File: src/rtl/weight_bias_read_responder.sv
// weight_bias_read_responder: memory-side responder for the weight and bias read channels.
// Ports: clk/rst (async, active-low); weight_sel/bias_sel plus read_*_signal_data and
// read_*_addr_data carry the arbitrated requests; *_sram_cs/*_sram_addr/*_sram_dout talk to
// the 1-cycle-latency SRAMs; weight_data/bias_data with layer1/layer2 valid pulses return
// responses two edges after the request; addr_err is sticky; *_req_count saturate at 16'hFFFF.

module wbrr_channel #(
    parameter int ADDR_W = 16,
    parameter int DATA_W = 16,
    parameter int DEPTH  = 4096
) (
    input  logic              clk,
    input  logic              rst,
    input  logic [4:0]        sel,
    input  logic              req,
    input  logic [ADDR_W-1:0] addr,
    output logic              sram_cs,
    output logic [ADDR_W-1:0] sram_addr,
    input  logic [DATA_W-1:0] sram_dout,
    output logic [DATA_W-1:0] data,
    output logic              l1_valid,
    output logic              l2_valid,
    output logic              oor,
    output logic [15:0]       req_count
);
    localparam logic [ADDR_W:0] LIMIT = (ADDR_W + 1)'(DEPTH);
    logic acc, in_range;
    logic v0, l2_0, inr0, v1, l2_1, inr1;
    assign acc      = req && (sel == 5'd1 || sel == 5'd2);
    assign in_range = {1'b0, addr} < LIMIT;
    assign oor      = acc && !in_range;
    // Out-of-range requests still travel down the pipeline so they answer on schedule with zero data.
    always_ff @(posedge clk or negedge rst) begin
        if (!rst) begin
            sram_cs   <= 1'b0;
            sram_addr <= '0;
            v0        <= 1'b0;
            l2_0      <= 1'b0;
            inr0      <= 1'b0;
            v1        <= 1'b0;
            l2_1      <= 1'b0;
            inr1      <= 1'b0;
            data      <= '0;
            l1_valid  <= 1'b0;
            l2_valid  <= 1'b0;
            req_count <= '0;
        end else begin
            sram_cs <= acc && in_range;
            if (acc) sram_addr <= addr;
            v0   <= acc;
            l2_0 <= sel == 5'd2;
            inr0 <= in_range;
            v1   <= v0;
            l2_1 <= l2_0;
            inr1 <= inr0;
            l1_valid <= v1 && !l2_1;
            l2_valid <= v1 && l2_1;
            if (v1) data <= inr1 ? sram_dout : '0;
            if (acc && req_count != 16'hFFFF) req_count <= req_count + 16'd1;
        end
    end
endmodule

module weight_bias_read_responder #(
    parameter int ADDR_W       = 16,
    parameter int DATA_W       = 16,
    parameter int WEIGHT_DEPTH = 4096,
    parameter int BIAS_DEPTH   = 64
) (
    input  logic              clk,
    input  logic              rst,
    input  logic [4:0]        weight_sel,
    input  logic [4:0]        bias_sel,
    input  logic              read_weight_signal_data,
    input  logic [ADDR_W-1:0] read_weight_addr_data,
    input  logic              read_bias_signal_data,
    input  logic [ADDR_W-1:0] read_bias_addr_data,
    output logic              weight_sram_cs,
    output logic [ADDR_W-1:0] weight_sram_addr,
    input  logic [DATA_W-1:0] weight_sram_dout,
    output logic              bias_sram_cs,
    output logic [ADDR_W-1:0] bias_sram_addr,
    input  logic [DATA_W-1:0] bias_sram_dout,
    output logic [DATA_W-1:0] weight_data,
    output logic              layer1_weight_valid,
    output logic              layer2_weight_valid,
    output logic [DATA_W-1:0] bias_data,
    output logic              layer1_bias_valid,
    output logic              layer2_bias_valid,
    output logic              addr_err,
    output logic [15:0]       weight_req_count,
    output logic [15:0]       bias_req_count
);
    logic w_oor, b_oor;
    wbrr_channel #(.ADDR_W(ADDR_W), .DATA_W(DATA_W), .DEPTH(WEIGHT_DEPTH)) u_weight (
        .clk(clk), .rst(rst), .sel(weight_sel), .req(read_weight_signal_data),
        .addr(read_weight_addr_data), .sram_cs(weight_sram_cs), .sram_addr(weight_sram_addr),
        .sram_dout(weight_sram_dout), .data(weight_data), .l1_valid(layer1_weight_valid),
        .l2_valid(layer2_weight_valid), .oor(w_oor), .req_count(weight_req_count)
    );
    wbrr_channel #(.ADDR_W(ADDR_W), .DATA_W(DATA_W), .DEPTH(BIAS_DEPTH)) u_bias (
        .clk(clk), .rst(rst), .sel(bias_sel), .req(read_bias_signal_data),
        .addr(read_bias_addr_data), .sram_cs(bias_sram_cs), .sram_addr(bias_sram_addr),
        .sram_dout(bias_sram_dout), .data(bias_data), .l1_valid(layer1_bias_valid),
        .l2_valid(layer2_bias_valid), .oor(b_oor), .req_count(bias_req_count)
    );
    always_ff @(posedge clk or negedge rst) begin
        if (!rst) addr_err <= 1'b0;
        else if (w_oor || b_oor) addr_err <= 1'b1;
    end
endmodule
File: config.mk
export PLATFORM = sky130hd
export DESIGN_NAME = weight_bias_read_responder
export DESIGN_NICKNAME = d
export VERILOG_FILES = /design/src/rtl/weight_bias_read_responder.sv
export SDC_FILE = /design/constraint.sdc
export NUM_CORES = 1
export LEC_CHECK = 0
export BUFFER_PORTS_ARGS = -buffer_cell sky130_fd_sc_hd__buf_2
export CAP_MARGIN = 15
export CELL_PAD_IN_SITES_DETAIL_PLACEMENT = 1
export CELL_PAD_IN_SITES_GLOBAL_PLACEMENT = 1
export CORE_ASPECT_RATIO = 1.25
export CORE_MARGIN = 2
export CORE_UTILIZATION = 37
export CTS_CLUSTER_DIAMETER = 50
export DETAILED_ROUTE_END_ITERATION = 12
export PLACE_DENSITY = 0.76
export SLEW_MARGIN = 15
export SYNTH_ARGS = -nofsm -noshare
export SYNTH_HDL_FRONTEND = slang
export SYNTH_HIERARCHICAL = 1
export SYNTH_SLANG_ARGS = --single-unit
File: constraint.sdc
create_clock -name clk -period 1.85 [get_ports clk]
set_input_delay 0.0925 -clock clk [delete_from_list [all_inputs] [get_ports clk]]
set_output_delay 0.0925 -clock clk [all_outputs]
set_load 0.01 [all_outputs]
==> results.md, run 1 <==
Status:
- The flow ran to the end, and the final reports show no timing, DRC or antenna violations.

Route:
- In the routed design, unresolved DRC markers number 0.
- The final wirelength is about 15000 um.
- The detailed-route via count is a little over 4000.
- The detail route stage leaves a number of antenna-violating nets equal to 0.
- The length of the first detailed-routing pass in iterations is 4.
- In this run, the number of DRC markers left after iteration 0 of detailed routing was between 150 and 200.
- The routed wire length per instance is 18.1 um.
- After detailed routing, the number of vias per cell comes to 4.89.

Yosys:
- Counting instances in the post-synthesis netlist gives the leading cell types as sky130_fd_sc_hd__dfrtp_1 (115), sky130_fd_sc_hd__nand3_1 (39), sky130_fd_sc_hd__inv_1 (34), sky130_fd_sc_hd__o21ai_0 (34), sky130_fd_sc_hd__xor2_1 (31).
- The count of different cell masters after synthesis is ~40.
- In the synthesized netlist the async set-or-reset flop fraction comes to 100%.
- Yosys printed 6 warnings.
- The synthesized design contains between 100 and 150 register bits.
- After synthesis, the cell types taking the most area are sky130_fd_sc_hd__dfrtp_1 (61%), sky130_fd_sc_hd__xor2_1 (5.7%), sky130_fd_sc_hd__nand3_1 (4.1%), sky130_fd_sc_hd__mux2_1 (4.0%), sky130_fd_sc_hd__mux2_2 (3.8%).
- The most numerous cell in the Yosys netlist is sky130_fd_sc_hd__dfrtp_1.
- The portion of synthesized cell area occupied by the leading cell type is about three fifths.
- The synthesized instance count is ~390.
- The share of the yosys chip area belonging to registers is roughly three fifths.
- The post-synthesis net count is ~470.
- In this run, synthesis inferred 0 flip-flops with an integrated enable.
- After synthesis the cells add up to approximately 4800 um2.
- The cell accounting for the most synthesized area is sky130_fd_sc_hd__dfrtp_1.
- The most instantiated flip-flop cell in the synthesis netlist is sky130_fd_sc_hd__dfrtp_1.
- Each instance of the synthesized netlist takes up on average 12.2 um2.

Worst setup path:
- Data on the critical path is required at its endpoint by about 2.2 ns.
- Counting both buffers and inverters, the worst setup path holds a total of 1.
- The startpoint identified for the worst register-to-register timing path is u_bias/req_count[1].
- The logic depth of the worst register-to-register path is 6.
- The worst-path maximum fanout is 8.
- Data arrives at the worst endpoint at 2.06 ns.
- The total stage count of the critical path is 6.
- Broken down by cell family, the worst path's largest delay share belongs to simple AND/OR/NAND/NOR gates.
- The endpoint of the worst register-to-register path is u_bias/req_count[4].
- On the worst path, the slowest cell contributes a delay of about 0.43 ns.
- The setup check on the worst reg-to-reg path leaves a slack of ~0.11 ns.
- The type of destination of the critical path is a flip-flop.
- The critical path in this run is classified as flip-flop to flip-flop.
- The signal on the critical path passes through ha_1 > nand3_2 > nor4_4 > buf_4 > nor4b_1 > xor2_1.
- The sort of element at the start of the critical path is a flip-flop.
- The cell type of the slowest stage on the worst timing path is sky130_fd_sc_hd__dfrtp_1.

Floorplan:
- For this configuration, the core starts out at a cell density of a little under two fifths.
- The die height is 131 um.
- The horizontal die dimension is 105 um.
- The die covers between 10000 and 15000 um2.
- around 180 I/O pins were placed.
- The total area inside the core boundary comes to between 10000 and 15000 um2.
- The number of core rows is 46.

Timing:
- The final max-slew violation count came to 0.
- The worst max-slew margin expressed relative to the limit is 40.5%.
- The number of setup violations in the final report is 0.
- Across the routed clock network, the largest skew measured is approximately 0.0086 ns.
- The final critical-path share of the clock period is a little over nine tenths.
- The time the worst path needs with I/O delays and setup is 1.74 ns.
- The final sum of negative setup slack is 0 ns.
- Setup repair after global routing left no endpoint under its margin.
- For the pin with the worst max-slew slack, the measured transition is 0.893 ns.
- The highest attainable clock frequency is approximately 580 MHz.
- The count of final hold-check violations is 0.

Pwr:
- For this design the static power due to leakage is around 3.8 nW.
- Power spread over the standard cell area amounts to approximately 1100 nW/um2.
- The total chip power is just under 8 mW.
- VDD sags by at most just under 0.0007 V.

Final layout:
- The filler-free cell count of the finished design is between 800 and 900.
- In the final layout, the multi-input gates occupy 1700 um2.
- The sequential cells in the finished layout cover a total of 2880 um2.
- For this run, the post-layout net count is between 700 and 800.
- From synthesis to final layout, the design area changed by 52.0%.
- The diode insertion count for antenna repair is 0.
- The final-layout fill cell count is 1347.
- Of the cells placed in the final design, the portion with a size suffix greater than 1 is 39.3%.

Placed design:
- The placer congestion estimate is 0.823.
- The number of placed instances, taps included, is about 740.
- Once detailed placement completed, the half-perimeter wirelength came to approximately 9200 um.
- In this run the tool buffered the top-level ports with 180 buffer cells.

Clocking:
- The sink count of the clock tree is approximately 120.
- The clock transition time at the flip-flop clock pins of the worst setup and hold paths is roughly 0.050 ns.
- Buffers inserted during clock tree synthesis total 17.
- The later pin in the worst-skew pair is clocked with a latency of 0.40 ns.
- The TritonCTS clock tree is yes.
- Counting along the longest clock path gives a buffer depth of 2.
- The number of setup buffers added after CTS is 0.
- The tree is rooted in a sky130_fd_sc_hd__clkbuf_16.
- The maximum level of the CTS H-tree is 4.

Global route:
- The pin count of the biggest net entering global routing is between 40 and 50.
- The number of antenna violations at the first check in global routing is 0.
- Across every metal layer, demand over resource in global routing totals around 22%.
- The via count of the first global-routing pass came to 4603.
- The global-route wire length before repair is roughly 23000 um.
- The total global routing overflow is 0.

Run:
- Max-cap violations in this run came to 0.

Worst hold path:
- The worst hold path stage count is 2.
- The worst hold path terminates at u_bias/l2_0.
- The tightest min-delay check is of the primary input to flip-flop type.
- The worst hold path begins at bias_sel[0].
==> per-layer routing <==
metal / track usage, % / share of wire (%) / wire [um]
met2: 42.2 / 58 / 8730
met3: 5.90 / 4.9 / 745
met5: 0 / 0 / 0
met1: 23.5 / 36 / 5400
met4: 7.37 / 1.5 / 224
==> cell type report <==
class                           count  area share [%]
Inverter                           34            1.77
Timing Repair Buffer              263            23.9
Sequential cell                   115            39.8
Multi-Input combinational cell    223            23.6
Tap cell                          168            2.91
Clock buffer                       21            6.51
Clock inverter                     10            1.49
==> cells by family (layout without fill, tap and decap cells) <==
family          Yosys count  after routing  share of synthesized area [%]
compound gates           35             35                           3.92
flops                   115            115                           60.6
mux                      34             34                           8.14
fa+ha+maj                 2              2                          0.527
xor+xnor                 31             31                           5.72
buf+inv                  50            328                           4.27
simple gates            121            121                           16.9
==> worst max-delay path by stage <==
stage | from | endpoint
after floorplan | u_bias/req_count[0] | u_bias/req_count[1]
after CTS | read_bias_addr_data[8] | u_bias/sram_cs
after global placement | u_weight/req_count[0] | u_weight/req_count[5]
final | u_bias/req_count[1] | u_bias/req_count[4]
after detailed placement | u_weight/req_count[0] | u_weight/req_count[9]
after global routing | u_bias/req_count[1] | u_bias/req_count[12]
==> stage by stage <==
step / worst slack (ns) / area (um2) / utilization, % / hold slack, ns
2_1_floorplan: 0.101 / 4750 / - / -0.203
3_3_place_gp: 0.236 / 5930 / 47.0 / 0.0719
3_5_place_dp: 0.0867 / 5930 / 47.0 / 0.0782
4_1_cts: 0.0157 / 7200 / 57.1 / 0.000889
5_1_grt: 0.000758 / 7220 / 57.3 / 0.00702
6_report: 0.113 / 7220 / 57.3 / 0.0222
==> report_power, final <==
part	switching (mW)	internal (mW)	total (mW)
Combinational	0.753	0.697	1.45
Clock	1.11	2.07	3.17
Sequential	0.290	2.94	3.23
Total	2.15	5.70	7.85
==> cells in the final DEF, fill, tap and decap left out, types with 5 or more instances in the layout <==
cell and n:
sky130_fd_sc_hd__nand4_1 8, sky130_fd_sc_hd__mux2_1 17, sky130_fd_sc_hd__nand3_1 39, sky130_fd_sc_hd__nand2_1 9, sky130_fd_sc_hd__dfrtp_1 115, sky130_fd_sc_hd__o21ai_0 34, sky130_fd_sc_hd__nor4_1 6, sky130_fd_sc_hd__dlygate4sd3_1 68
sky130_fd_sc_hd__xor2_1 31, sky130_fd_sc_hd__nor2_1 5, sky130_fd_sc_hd__clkinv_2 5, sky130_fd_sc_hd__buf_2 179, sky130_fd_sc_hd__buf_4 13, sky130_fd_sc_hd__inv_1 34, sky130_fd_sc_hd__clkbuf_16 17, sky130_fd_sc_hd__mux2_2 16
sky130_fd_sc_hd__and4_1 5, sky130_fd_sc_hd__nor3_1 10
==> worst register-to-register path: stages (launching register included) <==
cell and delay, ns:
sky130_fd_sc_hd__dfrtp_1 0.43, sky130_fd_sc_hd__ha_1 0.25, sky130_fd_sc_hd__nand3_2 0.13, sky130_fd_sc_hd__nor4_4 0.07
sky130_fd_sc_hd__buf_4 0.17, sky130_fd_sc_hd__nor4b_1 0.43, sky130_fd_sc_hd__xor2_1 0.19
==> registers in the layout, summed over array words and instances, names as in the netlist, 16 cells and up <==
name,flops
u_bias/data,16
u_bias/req_count,16
u_bias/sram_addr,16
u_weight/data,16
u_weight/req_count,16
u_weight/sram_addr,16
==> timing repair <==
action,4_1_cts,5_1_grt
endpoints found under the setup margin,0,13
resized for setup,0,6
hold buffers,69,0
endpoints found under the hold margin,102,0
No activity file was read; power rests on OpenSTA's default activity.
==> run 2, diff against run 1 <==
==> constraint.sdc (replaced) <==
create_clock -name clk -period 1.7 [get_ports clk]
set_input_delay 0.085 -clock clk [delete_from_list [all_inputs] [get_ports clk]]
set_output_delay 0.085 -clock clk [all_outputs]
set_load 0.01 [all_outputs]
==> results.md, run 2 (synthesis results as in run 1) <==
Worst setup path:
- The kind of cell with the highest combined delay along the critical path is compound AO/OA/AOI/OAI gates.
- The logic depth of the worst register-to-register path is 5 (-1).
- The data arrival time of the critical path is 1.91 ns (-0.15 ns).
- The total stage count of the critical path came to 5 (-1).
- The delay of the slowest cell on the worst path is 0.51 ns (+0.08 ns).
- STA classifies the critical path startpoint as a flip-flop.
- The setup path with the least slack is of type flip-flop to flip-flop.
- The cell type of the slowest stage on the worst timing path is sky130_fd_sc_hd__o311ai_2.
- The critical path goes through ha_1 > nand3_2 > o311ai_2 > nor3_1 > xor2_1.
- The buffering stage count on the worst path with inverters included is 0 (-1).
- The required time of the worst setup path is 1.97 ns (-0.21 ns).
- The type of destination of the critical path is a flip-flop.
- The worst-path maximum fanout was 5 (-3).

Route:
- The detailed-route via count came to 4077 (unchanged).
- The via density per instance is 4.82 (-1.4%).
- The number of antenna-violating nets in the routed design is 0 (unchanged).
- The routed wire length per instance is 17.3 um (-4.6%).
- The DRC violation total after the first TritonRoute iteration is 96 (-41%).
- The total DRC errors in the routed layout is 0 (unchanged).
- The final wirelength is 14600 um (-3.2%).
- The length of the first detailed-routing pass in iterations is 4 (unchanged).

Timing:
- The worst clock skew was 0.00737 ns (-0.00126 ns).
- Setup repair after global routing could not meet its margin everywhere.
- The time the worst path needs with I/O delays and setup is 1.64 ns (-0.0949 ns).
- The number of setup violations in the final report is 0 (unchanged).
- The count of final hold-check violations is 0 (unchanged).
- The final sum of negative setup slack came to 0 ns (unchanged).
- The worst max-slew margin expressed relative to the limit was 61.5% (+21 points).
- The transition time at the pin with the least slew margin is 0.577 ns (-0.316 ns).
- The final critical-path share of the clock period was 96.6% (+2.7 points).
- The final max-slew violation count is 0 (unchanged).
- The highest attainable clock frequency is 609 MHz (+5.8%).

Clocking:
- The total clock buffers created by CTS is 17 (unchanged).
- The clock transition time at the flip-flop clock pins of the worst setup and hold paths was 0.05 ns (about the same).
- The maximum level of the CTS H-tree is 4 (unchanged).
- The source-to-sink clock delay at the later pin of the worst-skew pair is 0.40 ns (about the same).
- The cell chosen for the clock root is sky130_fd_sc_hd__clkbuf_16.
- TritonCTS built the clock tree.
- The number of buffers on the longest clock path is 2 (unchanged).
- The sink count of the clock tree was 115 (unchanged).

Final layout:
- The layout-stage area growth over the synthesis result is 55.3%.
- The area of combinational cells with multiple inputs is 1740 um2 (+2.3%).
- In the layout the commonest cells are sky130_fd_sc_hd__buf_2 (178), sky130_fd_sc_hd__dfrtp_1 (113), sky130_fd_sc_hd__dlygate4sd3_1 (68).
- The ratio of cells with drive above 1 in the final layout is 40.6% (+1.2 points).
- The filler-free cell count of the finished design came to 846 (+1.4%).
- The diode insertion count for antenna repair is 0 (unchanged).
- The number of nets in the layout was 747 (+1.8%).
- The most common cell after layout, fill and taps aside is sky130_fd_sc_hd__buf_2.
- The area of all sequential standard cells is 2880 um2 (about the same).
- The final-layout fill cell count was 1354 (+0.52%).

Worst hold path:
- The path type of the worst min-delay path is primary input to flip-flop.
- The worst hold path stage count is 3 (+1).

Run:
- The max capacitance violation total is 0 (unchanged).

Global route:
- The pin count of the biggest net entering global routing is 44 (-8.3%).
- The total global routing track utilization is 21.8% (-0.24 points).
- The total global routing overflow came to 0 (unchanged).
- The number of antenna violations at the first check in global routing was 0 (unchanged).
- The via count of the first global-routing pass is 4582 (-0.46%).
- The global-route wire length before repair came to 23500 um (about the same).

Pwr:
- The combinational fraction of design power is 19.7% (+1.2 points).
- The leakage power came to 3.85 nW (+2.5%).
- The internal power of the cells is 6.22 mW (+9.2%).
- The switching part of the total is 26.6% (-0.80 points).
- The total chip power is 8.48 mW (+8.0%).
- The maximum ir drop on the vdd rail is 0.000605 V (-10%).
- The switching power total was 2.26 mW (+4.9%).
- The power share of the sequential group came to 40.8% (-0.3 points).
- The relative contribution of the clock network to total power was 39.5% (-0.9 points).
- The areal power density over the cells was 1150 nW/um2 (+5.8%).

Floorplan:
- The boundary pin count is 181 (unchanged).
- The die height came to 131 um (unchanged).
- The horizontal die dimension is 105 um (unchanged).
- The number of core rows is 46 (unchanged).
- The die area is 13800 um2 (unchanged).
- The initial core utilization came to 37.7% (unchanged).
- The core box area is 12600 um2 (unchanged).

Placed design:
- The count of input and output buffers came to 180 (unchanged).
- The instance count after placement with tap cells included is 744 (+1.2%).
- The placer congestion estimate is 0.827 (+0.47%).
- The half-perimeter wire length after placement was 8800 um (-4.1%).

Status:
- The flow ran to the end, and the final reports show no timing, DRC or antenna violations.
-- run 2: path summary, 6_finish.rpt --
kind / from / endpoint / slack (ns)
setup / recovery: u_bias/req_count[0] / u_bias/req_count[15] / 0.06
hold / removal: weight_sel[3] / u_weight/sram_cs / 0.07
setup reg to reg: u_bias/req_count[0] / u_bias/req_count[15] / 0.06
hold reg to reg: u_bias/l2_0 / u_bias/l2_1 / 0.34
max in group asynchronous: rst / u_weight/data[3] / 0.83
min in group asynchronous: rst / u_bias/req_count[5] / 0.26
-- run 2: layer usage --
metal  track usage (%)  routed length, um  vias up
li1                  -                  -     1900
met1              22.4               5360     2038
met2              42.7               8320      125
met3              5.65                740       14
met4              7.53                194        0
met5                 0                  0        -
-- run 2: power groups by stage --
stage / sequential [mW] / combinational [mW] / clock [mW]
after floorplan: 3.72 / 0.401 / 0
after global placement: 3.45 / 1.46 / 0
after detailed placement: 3.49 / 1.51 / 0
after CTS: 3.45 / 1.64 / 3.42
after global routing: 3.52 / 1.83 / 3.57
final: 3.46 / 1.67 / 3.35
-- run 2: tightest hold or removal path: cells and delay by family --
kind | cells | cell delay (ns)
buf+inv | 1 | 0.11
simple gates | 2 | 0.22
-- run 2: area by class of cell --
class / instances / area share (%)
sequential: 115 / 39.0
timing repair buffer: 276 / 25.3
multi-input combinational: 223 / 23.6
clock buffer: 24 / 6.39
tap: 168 / 2.85
inverter: 34 / 1.73
clock inverter: 6 / 1.09
-- run 2: timing repair --
action                                  CTS  global route
hold endpoints to repair                107             0
buffers inserted                          0             3
hold buffers                             69             0
resized for setup                         0            17
endpoints found under the setup margin    0            41
-- run 2: metrics by stage --
step	hold slack (ns)	worst slack [ns]	utilization, %	area (um2)
after global placement	0.129	0.138	47.7	6010
after global routing	0.0548	-0.0509	58.5	7380
after detailed placement	0.127	0.0467	47.7	6010
final	0.0661	0.0577	58.5	7380
after floorplan	-0.211	0.0143	-	4750
after CTS	0.0491	0.00484	57.5	7250
